`config.mk`:
```
export PLATFORM = sky130hd
export DESIGN_NAME = hazard_unit
export DESIGN_NICKNAME = d
export VERILOG_FILES = /design/src/rtl/hazard_unit.sv
export SDC_FILE = /design/constraint.sdc
export NUM_CORES = 1
export LEC_CHECK = 0
export ABC_CLOCK_PERIOD_IN_PS = 3300
export CAP_MARGIN = 30
export CORE_MARGIN = 5
export CORE_UTILIZATION = 49
export DETAILED_ROUTE_END_ITERATION = 8
export PLACE_DENSITY = 0.81
export SLEW_MARGIN = 20
export SYNTH_ARGS = -nofsm -noshare
export SYNTH_HDL_FRONTEND = slang
export SYNTH_SLANG_ARGS = --single-unit
```
`constraint.sdc`:
```
create_clock -name CLK -period 3.3 [get_ports CLK]
set_input_delay 0.66 -clock CLK [delete_from_list [all_inputs] [get_ports CLK]]
set_output_delay 0.66 -clock CLK [all_outputs]
set_load 0.01 [all_outputs]
```
`src/rtl/hazard_unit.sv`:
```
`default_nettype none
// ============================================================================
// hazard_unit: ID-stage load-use / divide-busy stall and branch-flush control.
// Revision: 1.0
// ============================================================================
module hazard_unit #(
  parameter int DIV_CYCLES = 32,
  parameter int CNT_W      = 16
) (
  input  logic             CLK,
  input  logic             RESET,
  input  logic [4:0]       IF_ID_RS,
  input  logic [4:0]       IF_ID_RT,
  input  logic             ID_UsesRT,
  input  logic             ID_IsDiv,
  input  logic             ID_IsHiLoRead,
  input  logic [4:0]       ID_EX_RT,
  input  logic             ID_EX_MemRead,
  input  logic             EX_BranchTaken,
  output logic             PC_Write,
  output logic             IF_ID_Write,
  output logic             IF_ID_Flush,
  output logic             ID_EX_Flush,
  output logic             DivBusy,
  output logic [CNT_W-1:0] StallCount
);

  localparam logic [0:0] C_ST_RUN      = 1'b0;
  localparam logic [0:0] C_ST_DIV_BUSY = 1'b1;
  localparam logic [7:0] C_DIV_LOAD    = 8'(DIV_CYCLES - 1);

  logic [0:0]       state_q, state_d;
  logic [7:0]       div_cnt_q, div_cnt_d;
  logic [CNT_W-1:0] stall_cnt_q, stall_cnt_d;

  logic w_lu;
  logic w_dh;
  logic w_stall;

  always_comb begin
    w_lu = ID_EX_MemRead && (ID_EX_RT != 5'd0) &&
           ((ID_EX_RT == IF_ID_RS) || (ID_UsesRT && (ID_EX_RT == IF_ID_RT)));
    w_dh    = (state_q == C_ST_DIV_BUSY) && (ID_IsDiv || ID_IsHiLoRead);
    w_stall = (w_lu || w_dh) && !EX_BranchTaken;
  end

  // A taken branch wins over any stall: the stalled instruction is flushed anyway.
  always_comb begin
    PC_Write    = 1'b1;
    IF_ID_Write = 1'b1;
    IF_ID_Flush = 1'b0;
    ID_EX_Flush = 1'b0;
    if (EX_BranchTaken) begin
      IF_ID_Flush = 1'b1;
      ID_EX_Flush = 1'b1;
    end else if (w_stall) begin
      PC_Write    = 1'b0;
      IF_ID_Write = 1'b0;
      ID_EX_Flush = 1'b1;
    end
  end

  always_comb begin
    state_d   = state_q;
    div_cnt_d = div_cnt_q;
    case (state_q)
      C_ST_RUN: begin
        if (ID_IsDiv && !w_stall && !EX_BranchTaken) begin
          state_d   = C_ST_DIV_BUSY;
          div_cnt_d = C_DIV_LOAD;
        end
      end
      default: begin
        // The divide is already past ID, so branches do not cut it short.
        if (div_cnt_q == 8'd0) begin
          state_d = C_ST_RUN;
        end else begin
          div_cnt_d = div_cnt_q - 8'd1;
        end
      end
    endcase
  end

  always_comb begin
    stall_cnt_d = stall_cnt_q;
    if (w_stall && (stall_cnt_q != {CNT_W{1'b1}})) begin
      stall_cnt_d = stall_cnt_q + {{(CNT_W-1){1'b0}}, 1'b1};
    end
  end

  always_ff @(posedge CLK or posedge RESET) begin
    if (RESET) begin
      state_q     <= C_ST_RUN;
      div_cnt_q   <= 8'd0;
      stall_cnt_q <= '0;
    end else begin
      state_q     <= state_d;
      div_cnt_q   <= div_cnt_d;
      stall_cnt_q <= stall_cnt_d;
    end
  end

  assign DivBusy    = (state_q == C_ST_DIV_BUSY);
  assign StallCount = stall_cnt_q;

endmodule
`default_nettype wire

```
==> flow_results.xml, run 1 <==
<?xml version="1.0" encoding="UTF-8"?>
<metrics>
  <group name="final_layout">
    <metric name="final-instance-count-excl-fill" unit="">210</metric>
    <metric name="final.fill_count" unit="">206</metric>
    <metric name="finalCoreUtilization" unit="">0.685</metric>
    <metric name="antenna_cells_inserted" unit="">0</metric>
    <metric name="final_layout_size_suffix_gt1_frac" unit="">0.0670</metric>
    <metric name="final_nets" unit="">204</metric>
    <metric name="area_growth" unit="%">36.1</metric>
    <metric name="final_area" unit="mm^2">0.00186</metric>
  </group>
  <group name="worst_setup_path">
    <metric name="crit_path_max_fanout" unit="">3</metric>
    <metric name="timing.critical_path.to_type" unit="">output port</metric>
    <metric name="timing.critical_path.slowest_stage_cell" unit="">or4_1</metric>
    <metric name="timing.critical_path.mode_cell" unit="">o21ai_1</metric>
    <metric name="critical_path_class" unit="">input port to output port</metric>
    <metric name="max_stage_delay" unit="ns">0.51</metric>
    <metric name="type_of_origin_of_the_critical_path" unit="">input port</metric>
    <metric name="required" unit="ns">2.64</metric>
    <metric name="critical_path_arrival" unit="ns">2.42</metric>
    <metric name="path_cells" unit="">clkdlybuf4s50_1 &gt; or4_1 &gt; o21ai_1 &gt; o21ai_1 &gt; or2_1 &gt; dlygate4sd2_1</metric>
  </group>
  <group name="power_and_ir_drop">
    <metric name="ir_drop" unit="uV">337</metric>
    <metric name="power.share.sequential" unit="">0.514</metric>
    <metric name="power.leakage" unit="nW">0.787</metric>
    <metric name="finalPower" unit="mW">0.763</metric>
    <metric name="power.combinational.fraction" unit="">0.308</metric>
    <metric name="clock_power_share" unit="">0.178</metric>
    <metric name="power.density" unit="mW/mm^2">411</metric>
    <metric name="sw_frac_of_total" unit="">0.302</metric>
    <metric name="internal-power" unit="mW">0.532</metric>
    <metric name="switching_power" unit="mW">0.231</metric>
  </group>
  <group name="yosys">
    <metric name="synth-async-reset-ratio" unit="">1.00</metric>
    <metric name="synth.avg_cell_area" unit="um^2">10.0</metric>
    <metric name="synth_warnings" unit="">0</metric>
    <metric name="synth_top_area_share" unit="">0.459</metric>
    <metric name="synth.lib_cells_used.distinct" unit="">35</metric>
    <metric name="synth_most_common_cell" unit="">dfrtp_1</metric>
    <metric name="synth_edf_count" unit="">0</metric>
    <metric name="synthesis.instances" unit="">136</metric>
    <metric name="synth_seq_area_share" unit="">0.459</metric>
    <metric name="synth_area_leaders" unit="">dfrtp_1 (46%), xnor2_1 (9.6%), xor2_1 (7.1%)</metric>
    <metric name="synthDominantAreaCellType" unit="">dfrtp_1</metric>
    <metric name="post_synth_most_frequent_cells" unit="">dfrtp_1 (25), xnor2_1 (15), nor2_1 (12)</metric>
    <metric name="synth.cell_area" unit="mm^2">0.00136</metric>
    <metric name="yosys_register_bits" unit="">25</metric>
    <metric name="synth_flop_cell" unit="">dfrtp_1</metric>
    <metric name="synth.net_count" unit="">160</metric>
  </group>
  <group name="status">
    <metric name="status" unit="">finished, final reports clean</metric>
  </group>
  <group name="job">
    <metric name="max_cap_violations" unit="">0</metric>
  </group>
  <group name="clocking">
    <metric name="cts_made_buffers" unit="">3</metric>
    <metric name="clk_path_buf_depth" unit="">2</metric>
    <metric name="clk_transition_reported_paths" unit="ns">0.14</metric>
    <metric name="worst_skew_pair.late_latency" unit="ns">0.31</metric>
    <metric name="clock_tree.root_cell" unit="">clkbuf_4</metric>
    <metric name="cts_tree" unit="">built</metric>
    <metric name="number_of_sinks_driven_by_the_clock_tree" unit="">25</metric>
    <metric name="clock_tree.htree_level_count" unit="">1</metric>
    <metric name="cts_hold_buffers" unit="">0</metric>
  </group>
  <group name="sta">
    <metric name="hold_violations" unit="">0</metric>
    <metric name="finalSetupViolCount" unit="">0</metric>
    <metric name="rsz0062_at_grt" unit="">no</metric>
    <metric name="max-slew-margin-rel" unit="">0.688</metric>
    <metric name="post-route-min-period" unit="ns">3.08</metric>
    <metric name="fin_hold_ws" unit="ns">0.497</metric>
    <metric name="post-route-worst-setup-slack" unit="ns">0.221</metric>
    <metric name="final.period_utilization" unit="">0.933</metric>
    <metric name="finClkSkew" unit="ns">0.0111</metric>
    <metric name="max_clock_freq" unit="MHz">325</metric>
    <metric name="finalSetupTns" unit="ns">0</metric>
    <metric name="slew_at_the_pin_closest_to_its_max_slew_limit" unit="ns">0.465</metric>
    <metric name="finalMaxSlewViolations" unit="">0</metric>
  </group>
  <group name="placement">
    <metric name="gp_congestion" unit="">0.791</metric>
    <metric name="dpl.cell_count" unit="">205</metric>
    <metric name="hpwl" unit="um">2500</metric>
    <metric name="port-buffer-count" unit="">42</metric>
    <metric name="dpl-instance-area" unit="mm^2">0.00179</metric>
    <metric name="pre_cts_ws" unit="ns">-0.0155</metric>
  </group>
  <group name="global_routing">
    <metric name="grt_first_pass_wirelength" unit="um">5380</metric>
    <metric name="number_of_antenna_violations_at_the_first_check_in_global_routing" unit="">0</metric>
    <metric name="grt_start_max_net_pins" unit="">26</metric>
    <metric name="first_global_vias" unit="">1193</metric>
    <metric name="grt.overflow.total" unit="">0</metric>
    <metric name="grt_use_total" unit="">0.164</metric>
  </group>
  <group name="floorplan">
    <metric name="fp.coreArea" unit="mm^2">0.00271</metric>
    <metric name="start_util" unit="">0.503</metric>
    <metric name="number_of_ports_placed_on_the_die_boundary" unit="">43</metric>
    <metric name="floorplan.die.width" unit="um">62.8</metric>
    <metric name="die_h" unit="um">62.8</metric>
    <metric name="fp-row-count" unit="">19</metric>
    <metric name="die_area" unit="mm^2">0.00394</metric>
  </group>
  <group name="routing">
    <metric name="route.detailed.vias_per_inst" unit="">5.43</metric>
    <metric name="detail_route.iter0.violations" unit="">47</metric>
    <metric name="wl" unit="um">3140</metric>
    <metric name="vias" unit="">1141</metric>
    <metric name="drtAntennaViolNets" unit="">0</metric>
    <metric name="remaining_drcs" unit="">0</metric>
    <metric name="average_wire_per_standard_cell" unit="um">15.0</metric>
    <metric name="number_of_detailed_routing_iterations_run_before_antenna_repair" unit="">4</metric>
  </group>
  <group name="worst_hold_path">
    <metric name="timing.hold.worst.class" unit="">register to register</metric>
  </group>
</metrics>
## sequential cells by signal, indices dropped and copies added, names as in the netlist
register / flops
DivBusy: 1
StallCount: 16
div_cnt_q: 8
## layout by cell type, fill, tap and decap left out, types with 2 or more instances in the layout
cell	count
and2_1	3
a31oi_1	3
nand4_1	5
buf_4	2
nand2_1	8
xnor2_1	15
o21ai_1	3
or3_4	2
ha_1	2
xor2_1	11
dfrtp_1	25
nand2b_1	3
dlymetal6s2s_1	2
nand3_1	10
a21oi_1	3
clkdlybuf4s50_1	39
inv_1	3
nand3b_1	2
nor2_1	12
and3_1	4
clkbuf_4	3
o21ai_0	2
## worst paths after layout
kind | cells past startpoint | slack [ns] | from | to
max | 6 | 0.22 | ID_EX_RT[2] | ID_EX_Flush
min | 1 | 0.50 | StallCount[7] | StallCount[7]
max reg2reg | 5 | 1.31 | div_cnt_q[0] | div_cnt_q[7]
min reg2reg | 1 | 0.50 | StallCount[7] | StallCount[7]
max in group asynchronous | 3 | 2.29 | RESET | StallCount[8]
min in group asynchronous | 2 | 0.60 | RESET | div_cnt_q[0]
## layer usage
metal  global-route usage  share of wire
met1                0.195           0.41
met2                0.308           0.56
met3               0.0234          0.025
met4               0.0371         0.0060
met5                    0              0
## cells by family after synthesis
kind of cell | after synthesis | share of synthesized area
simple gates | 56 | 0.228
xor+xnor | 26 | 0.167
flops | 25 | 0.459
compound gates | 16 | 0.0761
buf+inv | 10 | 0.0440
fa+ha+maj | 2 | 0.0183
mux | 1 | 0.00826
## worst max-delay path, delay by kind of cell
family                 cells  cell delay (ns)
buffers and inverters      2             0.74
AND/OR/NAND/NOR            2             0.73
AO/OA/AOI/OAI              2             0.28
## power groups by stage
stage                     combinational [mW]  sequential (mW)  clock (mW)
final                                  0.235            0.392       0.135
after global routing                   0.254            0.401       0.156
after CTS                              0.232            0.393       0.140
after detailed placement               0.232            0.399           0
after global placement                 0.224            0.396           0
after floorplan                       0.0862            0.408           0
## layout make-up
| cell class | instances | area [um^2] | share of cell area |
|---|---|---|---|
| Clock buffer | 4 | 26.3 | 0.0142 |
| Inverter | 4 | 15.0 | 0.00809 |
| Multi-Input combinational cell | 101 | 684 | 0.369 |
| Sequential cell | 25 | 626 | 0.337 |
| Tap cell | 31 | 38.8 | 0.0209 |
| Timing Repair Buffer | 45 | 467 | 0.251 |
## what timing repair did
action / 4_1_cts / 5_1_grt
endpoints found under the setup margin: 1 / 2
gates resized for setup: 1 / 3
setup buffers: 0 / 0
hold endpoints to repair: 0 / 0
pin swaps: 3 / 0
Note: power is estimated with default switching activity, not from simulation.
==> inputs of run 2 (changes only) <==
==> config.mk (replaced) <==
export PLATFORM = sky130hd
export DESIGN_NAME = hazard_unit
export DESIGN_NICKNAME = d
export VERILOG_FILES = /design/src/rtl/hazard_unit.sv
export SDC_FILE = /design/constraint.sdc
export NUM_CORES = 1
export LEC_CHECK = 0
export ABC_CLOCK_PERIOD_IN_PS = 2960
export CAP_MARGIN = 30
export CORE_MARGIN = 5
export CORE_UTILIZATION = 46
export DETAILED_ROUTE_END_ITERATION = 8
export PLACE_DENSITY = 0.76
export SYNTH_ARGS = -nofsm -noshare
export SYNTH_HDL_FRONTEND = slang
export SYNTH_SLANG_ARGS = --single-unit
==> constraint.sdc (replaced) <==
create_clock -name CLK -period 2.96 [get_ports CLK]
set_input_delay 0.592 -clock CLK [delete_from_list [all_inputs] [get_ports CLK]]
set_output_delay 0.592 -clock CLK [all_outputs]
set_load 0.01 [all_outputs]
==> flow_results.xml, run 2 (synthesis gave the netlist of run 1 again) <==
<?xml version="1.0" encoding="UTF-8"?>
<metrics>
  <group name="status">
    <metric name="status" unit="">finished, final reports clean</metric>
  </group>
  <group name="sta">
    <metric name="fin_hold_ws" unit="ns">0.497</metric>
    <metric name="post-route-worst-setup-slack" unit="ns">0.0301</metric>
    <metric name="finClkSkew" unit="ns">0.00481</metric>
    <metric name="final.period_utilization" unit="">0.990</metric>
    <metric name="max_clock_freq" unit="MHz">341</metric>
    <metric name="slew_at_the_pin_closest_to_its_max_slew_limit" unit="ns">0.536</metric>
    <metric name="finalMaxSlewViolations" unit="">0</metric>
    <metric name="finalSetupViolCount" unit="">0</metric>
    <metric name="finalSetupTns" unit="ns">0</metric>
    <metric name="max-slew-margin-rel" unit="">0.640</metric>
    <metric name="hold_violations" unit="">0</metric>
    <metric name="post-route-min-period" unit="ns">2.93</metric>
  </group>
  <group name="final_layout">
    <metric name="largest_register_ff_count" unit="">16</metric>
    <metric name="antenna_cells_inserted" unit="">0</metric>
    <metric name="final.fill_count" unit="">232</metric>
    <metric name="most_used_cells_in_the_layout_excluding_fill_and_tap_cells" unit="">clkdlybuf4s50_1 (36), dfrtp_1 (25), xnor2_1 (15)</metric>
    <metric name="area_growth" unit="%">40.4</metric>
    <metric name="final_nets" unit="">210</metric>
    <metric name="finalCoreUtilization" unit="">0.682</metric>
    <metric name="most_common_cell_after_layout_fill_and_taps_aside" unit="">clkdlybuf4s50_1</metric>
    <metric name="multi_input_area" unit="um^2">704</metric>
    <metric name="register_area" unit="um^2">626</metric>
    <metric name="final_layout_size_suffix_gt1_frac" unit="">0.114</metric>
  </group>
  <group name="power_and_ir_drop">
    <metric name="internal-power" unit="mW">0.597</metric>
    <metric name="power.share.sequential" unit="">0.510</metric>
    <metric name="switching_power" unit="mW">0.258</metric>
    <metric name="sw_frac_of_total" unit="">0.301</metric>
    <metric name="clock_power_share" unit="">0.177</metric>
    <metric name="power.leakage" unit="nW">0.832</metric>
    <metric name="finalPower" unit="mW">0.855</metric>
    <metric name="power.density" unit="mW/mm^2">447</metric>
    <metric name="power.combinational.fraction" unit="">0.312</metric>
    <metric name="ir_drop" unit="uV">277</metric>
  </group>
  <group name="clocking">
    <metric name="cts_hold_buffers" unit="">0</metric>
    <metric name="clock_tree.root_cell" unit="">clkbuf_4</metric>
    <metric name="number_of_sinks_driven_by_the_clock_tree" unit="">25</metric>
    <metric name="cts_tree" unit="">built</metric>
    <metric name="clk_path_buf_depth" unit="">2</metric>
    <metric name="worst_skew_pair.late_latency" unit="ns">0.31</metric>
    <metric name="post-cts-setup-buffer-count" unit="">0</metric>
    <metric name="clk_transition_reported_paths" unit="ns">0.13</metric>
    <metric name="cts_made_buffers" unit="">3</metric>
    <metric name="clock_tree.htree_level_count" unit="">1</metric>
  </group>
  <group name="job">
    <metric name="max_cap_violations" unit="">0</metric>
  </group>
  <group name="worst_setup_path">
    <metric name="critical_path_arrival" unit="ns">2.34</metric>
    <metric name="path_cells" unit="">clkdlybuf4s50_1 &gt; or4_4 &gt; o21ai_4 &gt; o21ai_2 &gt; or2_1 &gt; dlygate4sd2_1</metric>
    <metric name="crit_path_max_fanout" unit="">3</metric>
    <metric name="timing.critical_path.slowest_stage_cell" unit="">or4_4</metric>
    <metric name="timing.critical_path.to_type" unit="">output port</metric>
    <metric name="required" unit="ns">2.37</metric>
    <metric name="max_stage_delay" unit="ns">0.52</metric>
    <metric name="type_of_origin_of_the_critical_path" unit="">input port</metric>
    <metric name="critical_path_class" unit="">input port to output port</metric>
  </group>
  <group name="global_routing">
    <metric name="grt_use_total" unit="">0.158</metric>
    <metric name="grt_start_max_net_pins" unit="">26</metric>
    <metric name="grt_first_pass_wirelength" unit="um">5290</metric>
    <metric name="number_of_antenna_violations_at_the_first_check_in_global_routing" unit="">0</metric>
    <metric name="grt.overflow.total" unit="">0</metric>
    <metric name="first_global_vias" unit="">1163</metric>
  </group>
  <group name="worst_hold_path">
    <metric name="timing.hold.worst.class" unit="">register to register</metric>
  </group>
  <group name="floorplan">
    <metric name="fp.coreArea" unit="mm^2">0.00281</metric>
    <metric name="start_util" unit="">0.486</metric>
    <metric name="die_h" unit="um">64.5</metric>
    <metric name="die_area" unit="mm^2">0.00415</metric>
    <metric name="floorplan.die.width" unit="um">64.5</metric>
    <metric name="number_of_ports_placed_on_the_die_boundary" unit="">43</metric>
    <metric name="fp-row-count" unit="">19</metric>
  </group>
  <group name="placement">
    <metric name="port-buffer-count" unit="">42</metric>
    <metric name="pre_cts_ws" unit="ns">-0.190</metric>
    <metric name="gp_congestion" unit="">0.792</metric>
    <metric name="hpwl" unit="um">2510</metric>
  </group>
  <group name="routing">
    <metric name="wl" unit="um">3270</metric>
    <metric name="number_of_detailed_routing_iterations_run_before_antenna_repair" unit="">3</metric>
    <metric name="route.detailed.vias_per_inst" unit="">5.33</metric>
    <metric name="drtAntennaViolNets" unit="">0</metric>
    <metric name="detail_route.iter0.violations" unit="">54</metric>
    <metric name="remaining_drcs" unit="">0</metric>
    <metric name="average_wire_per_standard_cell" unit="um">15.1</metric>
    <metric name="vias" unit="">1152</metric>
  </group>
</metrics>
run 2: cell types whose count changed in the layout (fill, tap and decap cells not counted), sizes merged:
cell	change
dlygate4sd2	+2
clkdlybuf4s50	-3
dlymetal6s2s	+1
buf	+6
run 2: path summary, 6_finish.rpt:
kind	startpoint	to	slack [ns]	cells past startpoint
setup / recovery	ID_EX_RT[3]	ID_EX_Flush	0.03	6
hold / removal	StallCount[9]	StallCount[9]	0.50	1
setup reg to reg	div_cnt_q[0]	div_cnt_q[2]	0.97	7
hold reg to reg	StallCount[9]	StallCount[9]	0.50	1
max in group asynchronous	RESET	StallCount[2]	2.11	3
min in group asynchronous	RESET	div_cnt_q[4]	0.61	3
run 2: stage by stage:
stage	std cells	area, um^2
4_1_cts	216	1880
6_report	216	1910
3_3_place_gp	212	1860
5_1_grt	216	1910
3_5_place_dp	212	1860
2_1_floorplan	136	1360
run 2: power groups by stage:
| stage | clock network (mW) | registers [mW] | logic (mW) |
|---|---|---|---|
| finish | 0.152 | 0.437 | 0.267 |
| global route | 0.174 | 0.445 | 0.287 |
| CTS | 0.158 | 0.438 | 0.269 |
| detailed placement | 0 | 0.443 | 0.269 |
| global placement | 0 | 0.441 | 0.259 |
| floorplan | 0 | 0.455 | 0.0961 |
run 2: worst max-delay path, delay by kind of cell:
family | cells | cell delay (ns)
buf+inv | 2 | 0.74
compound gates | 2 | 0.28
simple gates | 2 | 0.73
run 2: cell type report:
type                       instances  area share
multi-input combinational        101       0.368
sequential                        25       0.327
timing repair buffer              51       0.263
tap                               31      0.0203
clock buffer                       4      0.0137
inverter                           4     0.00784
run 2: timing repair:
| action | 4_1_cts | 5_1_grt |
|---|---|---|
| pin swaps | 1 | 3 |
| setup endpoints to repair | 3 | 3 |
| cloned | 0 | 0 |
| gates resized for setup | 4 | 7 |
run 2: routing by layer:
layer | GRT usage | wire length [um] | vias to the layer above
met5 | 0 | 0 | -
met4 | 0.0580 | 46 | 0
met3 | 0.0345 | 113 | 6
met2 | 0.278 | 1740 | 19
met1 | 0.189 | 1370 | 560
li1 | - | - | 567
==> inputs of run 3 (changes only) <==
--- a/config.mk
+++ b/config.mk
@@ -7,10 +7,14 @@
 export LEC_CHECK = 0
 export ABC_CLOCK_PERIOD_IN_PS = 2960
 export CAP_MARGIN = 30
+export CELL_PAD_IN_SITES_DETAIL_PLACEMENT = 1
+export CELL_PAD_IN_SITES_GLOBAL_PLACEMENT = 1
 export CORE_MARGIN = 5
-export CORE_UTILIZATION = 46
+export CORE_UTILIZATION = 34
+export CTS_CLUSTER_DIAMETER = 120
 export DETAILED_ROUTE_END_ITERATION = 8
-export PLACE_DENSITY = 0.76
+export HOLD_SLACK_MARGIN = 0.02
+export PLACE_DENSITY = 0.75
 export SYNTH_ARGS = -nofsm -noshare
 export SYNTH_HDL_FRONTEND = slang
 export SYNTH_SLANG_ARGS = --single-unit
==> flow_results.xml, run 3 (synthesis gave the netlist of run 1 again) <==
<?xml version="1.0" encoding="UTF-8"?>
<metrics>
  <group name="status">
    <metric name="status" unit="">finished, final reports clean</metric>
  </group>
  <group name="worst_setup_path">
    <metric name="rr_worst_depth" unit="">5</metric>
    <metric name="timing.critical_path.slowest_stage_cell" unit="">clkdlybuf4s50_1</metric>
    <metric name="required" unit="ns">2.37</metric>
    <metric name="worstSetupStartpoint" unit="">ID_EX_RT[1]</metric>
    <metric name="path_cells" unit="">clkdlybuf4s50_1 &gt; buf_4 &gt; xor2_1 &gt; nor3_2 &gt; a32oi_2 &gt; o21ai_2 &gt; or2_1 &gt; dlygate4sd2_1</metric>
    <metric name="timing.critical_path.to_type" unit="">output port</metric>
    <metric name="critPathBufInv" unit="">3</metric>
    <metric name="critical_path.reg2reg.startpoint" unit="">div_cnt_q[0]</metric>
    <metric name="type_of_origin_of_the_critical_path" unit="">input port</metric>
    <metric name="crit_path_max_fanout" unit="">3</metric>
    <metric name="critical_path_arrival" unit="ns">2.36</metric>
    <metric name="cp_top_family" unit="">buffers and inverters</metric>
    <metric name="timing.critical_path.depth" unit="">8</metric>
    <metric name="critical_path_class" unit="">input port to output port</metric>
    <metric name="max_stage_delay" unit="ns">0.50</metric>
    <metric name="crit-reg2reg-capture" unit="">div_cnt_q[7]</metric>
    <metric name="setup.reg_to_reg.worst_slack" unit="ns">0.96</metric>
    <metric name="worstSetupEndpoint" unit="">ID_EX_Flush</metric>
  </group>
  <group name="sta">
    <metric name="max_clock_freq" unit="MHz">339</metric>
    <metric name="final.period_utilization" unit="">0.997</metric>
    <metric name="max-slew-margin-rel" unit="">0.672</metric>
    <metric name="slew_at_the_pin_closest_to_its_max_slew_limit" unit="ns">0.488</metric>
    <metric name="hold_violations" unit="">0</metric>
    <metric name="fin_hold_ws" unit="ns">0.503</metric>
    <metric name="post-route-worst-setup-slack" unit="ns">0.00941</metric>
    <metric name="finalSetupViolCount" unit="">0</metric>
    <metric name="post-route-min-period" unit="ns">2.95</metric>
    <metric name="finClkSkew" unit="ns">0.00268</metric>
    <metric name="finalMaxSlewViolations" unit="">0</metric>
  </group>
  <group name="clocking">
    <metric name="cts_hold_buffers" unit="">0</metric>
    <metric name="clk_path_buf_depth" unit="">2</metric>
    <metric name="cts_made_buffers" unit="">3</metric>
    <metric name="clock_tree.htree_level_count" unit="">1</metric>
    <metric name="clock_tree.root_cell" unit="">clkbuf_8</metric>
    <metric name="cts_tree" unit="">built</metric>
    <metric name="number_of_sinks_driven_by_the_clock_tree" unit="">25</metric>
    <metric name="clk_transition_reported_paths" unit="ns">0.09</metric>
    <metric name="worst_skew_pair.late_latency" unit="ns">0.26</metric>
  </group>
  <group name="final_layout">
    <metric name="antenna_cells_inserted" unit="">0</metric>
    <metric name="final-instance-count-excl-fill" unit="">237</metric>
    <metric name="largest_register_ff_count" unit="">16</metric>
    <metric name="final_nets" unit="">212</metric>
    <metric name="final_layout_size_suffix_gt1_frac" unit="">0.139</metric>
    <metric name="most_common_cell_after_layout_fill_and_taps_aside" unit="">clkdlybuf4s50_1</metric>
    <metric name="most_used_cells_in_the_layout_excluding_fill_and_tap_cells" unit="">clkdlybuf4s50_1 (37), dfrtp_1 (25), xnor2_1 (15)</metric>
    <metric name="finalCoreUtilization" unit="">0.503</metric>
    <metric name="area_growth" unit="%">45.5</metric>
    <metric name="final.fill_count" unit="">445</metric>
  </group>
  <group name="routing">
    <metric name="wl" unit="um">3610</metric>
    <metric name="vias" unit="">1197</metric>
    <metric name="number_of_detailed_routing_iterations_run_before_antenna_repair" unit="">4</metric>
    <metric name="drtAntennaViolNets" unit="">0</metric>
    <metric name="detail_route.iter0.violations" unit="">22</metric>
    <metric name="remaining_drcs" unit="">0</metric>
    <metric name="route.detailed.vias_per_inst" unit="">5.05</metric>
    <metric name="average_wire_per_standard_cell" unit="um">15.2</metric>
  </group>
  <group name="placement">
    <metric name="port-buffer-count" unit="">42</metric>
    <metric name="pre_cts_ws" unit="ns">-0.268</metric>
    <metric name="gp_congestion" unit="">0.854</metric>
    <metric name="dpl.cell_count" unit="">231</metric>
    <metric name="hpwl" unit="um">2840</metric>
  </group>
  <group name="floorplan">
    <metric name="floorplan.die.width" unit="um">73.3</metric>
    <metric name="die_area" unit="mm^2">0.00538</metric>
    <metric name="fp-row-count" unit="">23</metric>
    <metric name="start_util" unit="">0.346</metric>
    <metric name="fp.coreArea" unit="mm^2">0.00394</metric>
    <metric name="die_h" unit="um">73.3</metric>
    <metric name="number_of_ports_placed_on_the_die_boundary" unit="">43</metric>
  </group>
  <group name="power_and_ir_drop">
    <metric name="ir_drop" unit="uV">213</metric>
    <metric name="power.leakage" unit="nW">0.846</metric>
    <metric name="finalPower" unit="mW">0.906</metric>
    <metric name="power.density" unit="mW/mm^2">457</metric>
  </group>
  <group name="global_routing">
    <metric name="first_global_vias" unit="">1291</metric>
    <metric name="number_of_antenna_violations_at_the_first_check_in_global_routing" unit="">0</metric>
    <metric name="grt_use_total" unit="">0.137</metric>
    <metric name="peak_usage_layer_in_the_global_routing_report" unit="">met2</metric>
    <metric name="globalRouteMet2Util" unit="">0.253</metric>
    <metric name="grt_start_max_net_pins" unit="">26</metric>
    <metric name="grt.overflow.total" unit="">0</metric>
    <metric name="grt_first_pass_wirelength" unit="um">5800</metric>
    <metric name="global_route.usage.met3" unit="">0.0274</metric>
    <metric name="use_met1" unit="">0.151</metric>
  </group>
  <group name="job">
    <metric name="max_cap_violations" unit="">0</metric>
  </group>
  <group name="worst_hold_path">
    <metric name="timing.hold.worst.class" unit="">register to register</metric>
  </group>
</metrics>
==> run 3: layout make-up <==
class                           count  area [um^2]  area share
Multi-Input combinational cell    101          716       0.361
Sequential cell                    25          626       0.315
Timing Repair Buffer               53          519       0.262
Tap cell                           50         62.6      0.0315
Clock buffer                        3         41.3      0.0208
Inverter                            4         15.0     0.00757
Clock inverter                      1         5.00     0.00252
==> run 3: worst min path at each step <==
| stage | start | to | slack (ns) | depth (start not counted) |
|---|---|---|---|---|
| global route | StallCount[7] | StallCount[7] | 0.53 | 1 |
| detailed placement | StallCount[7] | StallCount[7] | 0.48 | 1 |
| floorplan | div_cnt_q[2] | div_cnt_q[2] | 0.47 | 1 |
| finish | StallCount[3] | StallCount[3] | 0.50 | 1 |
| CTS | StallCount[7] | StallCount[7] | 0.50 | 1 |
| global placement | StallCount[7] | StallCount[7] | 0.47 | 1 |
==> run 3: stage by stage <==
stage	setup TNS, ns	instance area, um^2
6_report	0	1980
5_1_grt	-0.135	1980
4_1_cts	-0.0360	1940
3_5_place_dp	-0.742	1880
3_3_place_gp	-0.417	1880
2_1_floorplan	0	1360
==> run 3: power breakdown <==
group | switching (mW) | total, mW | internal (mW)
combinational | 0.108 | 0.271 | 0.163
clock | 0.103 | 0.197 | 0.0939
sequential | 0.0529 | 0.437 | 0.384
total | 0.264 | 0.906 | 0.642
==> run 3: timing repair <==
item | CTS | global route
hold endpoints to repair | 0 | 0
pin swaps | 1 | 4
gates resized for setup | 5 | 9
buffers inserted | 1 | 1
endpoints found under the setup margin | 3 | 3
==> run 3: worst register-to-register path, cell delays in order (launching register included) <==
cell,delay (ns)
dfrtp_1,0.41
or3_4,0.41
or3_4,0.35
or4b_4,0.53
nand3_1,0.12
o31ai_2,0.07
==> run 3: per-layer routing <==
| metal | part of all wire | wire, um |
|---|---|---|
| met1 | 0.38 | 1390 |
| met2 | 0.53 | 1910 |
| met3 | 0.064 | 233 |
| met4 | 0.024 | 87 |
| met5 | 0 | 0 |
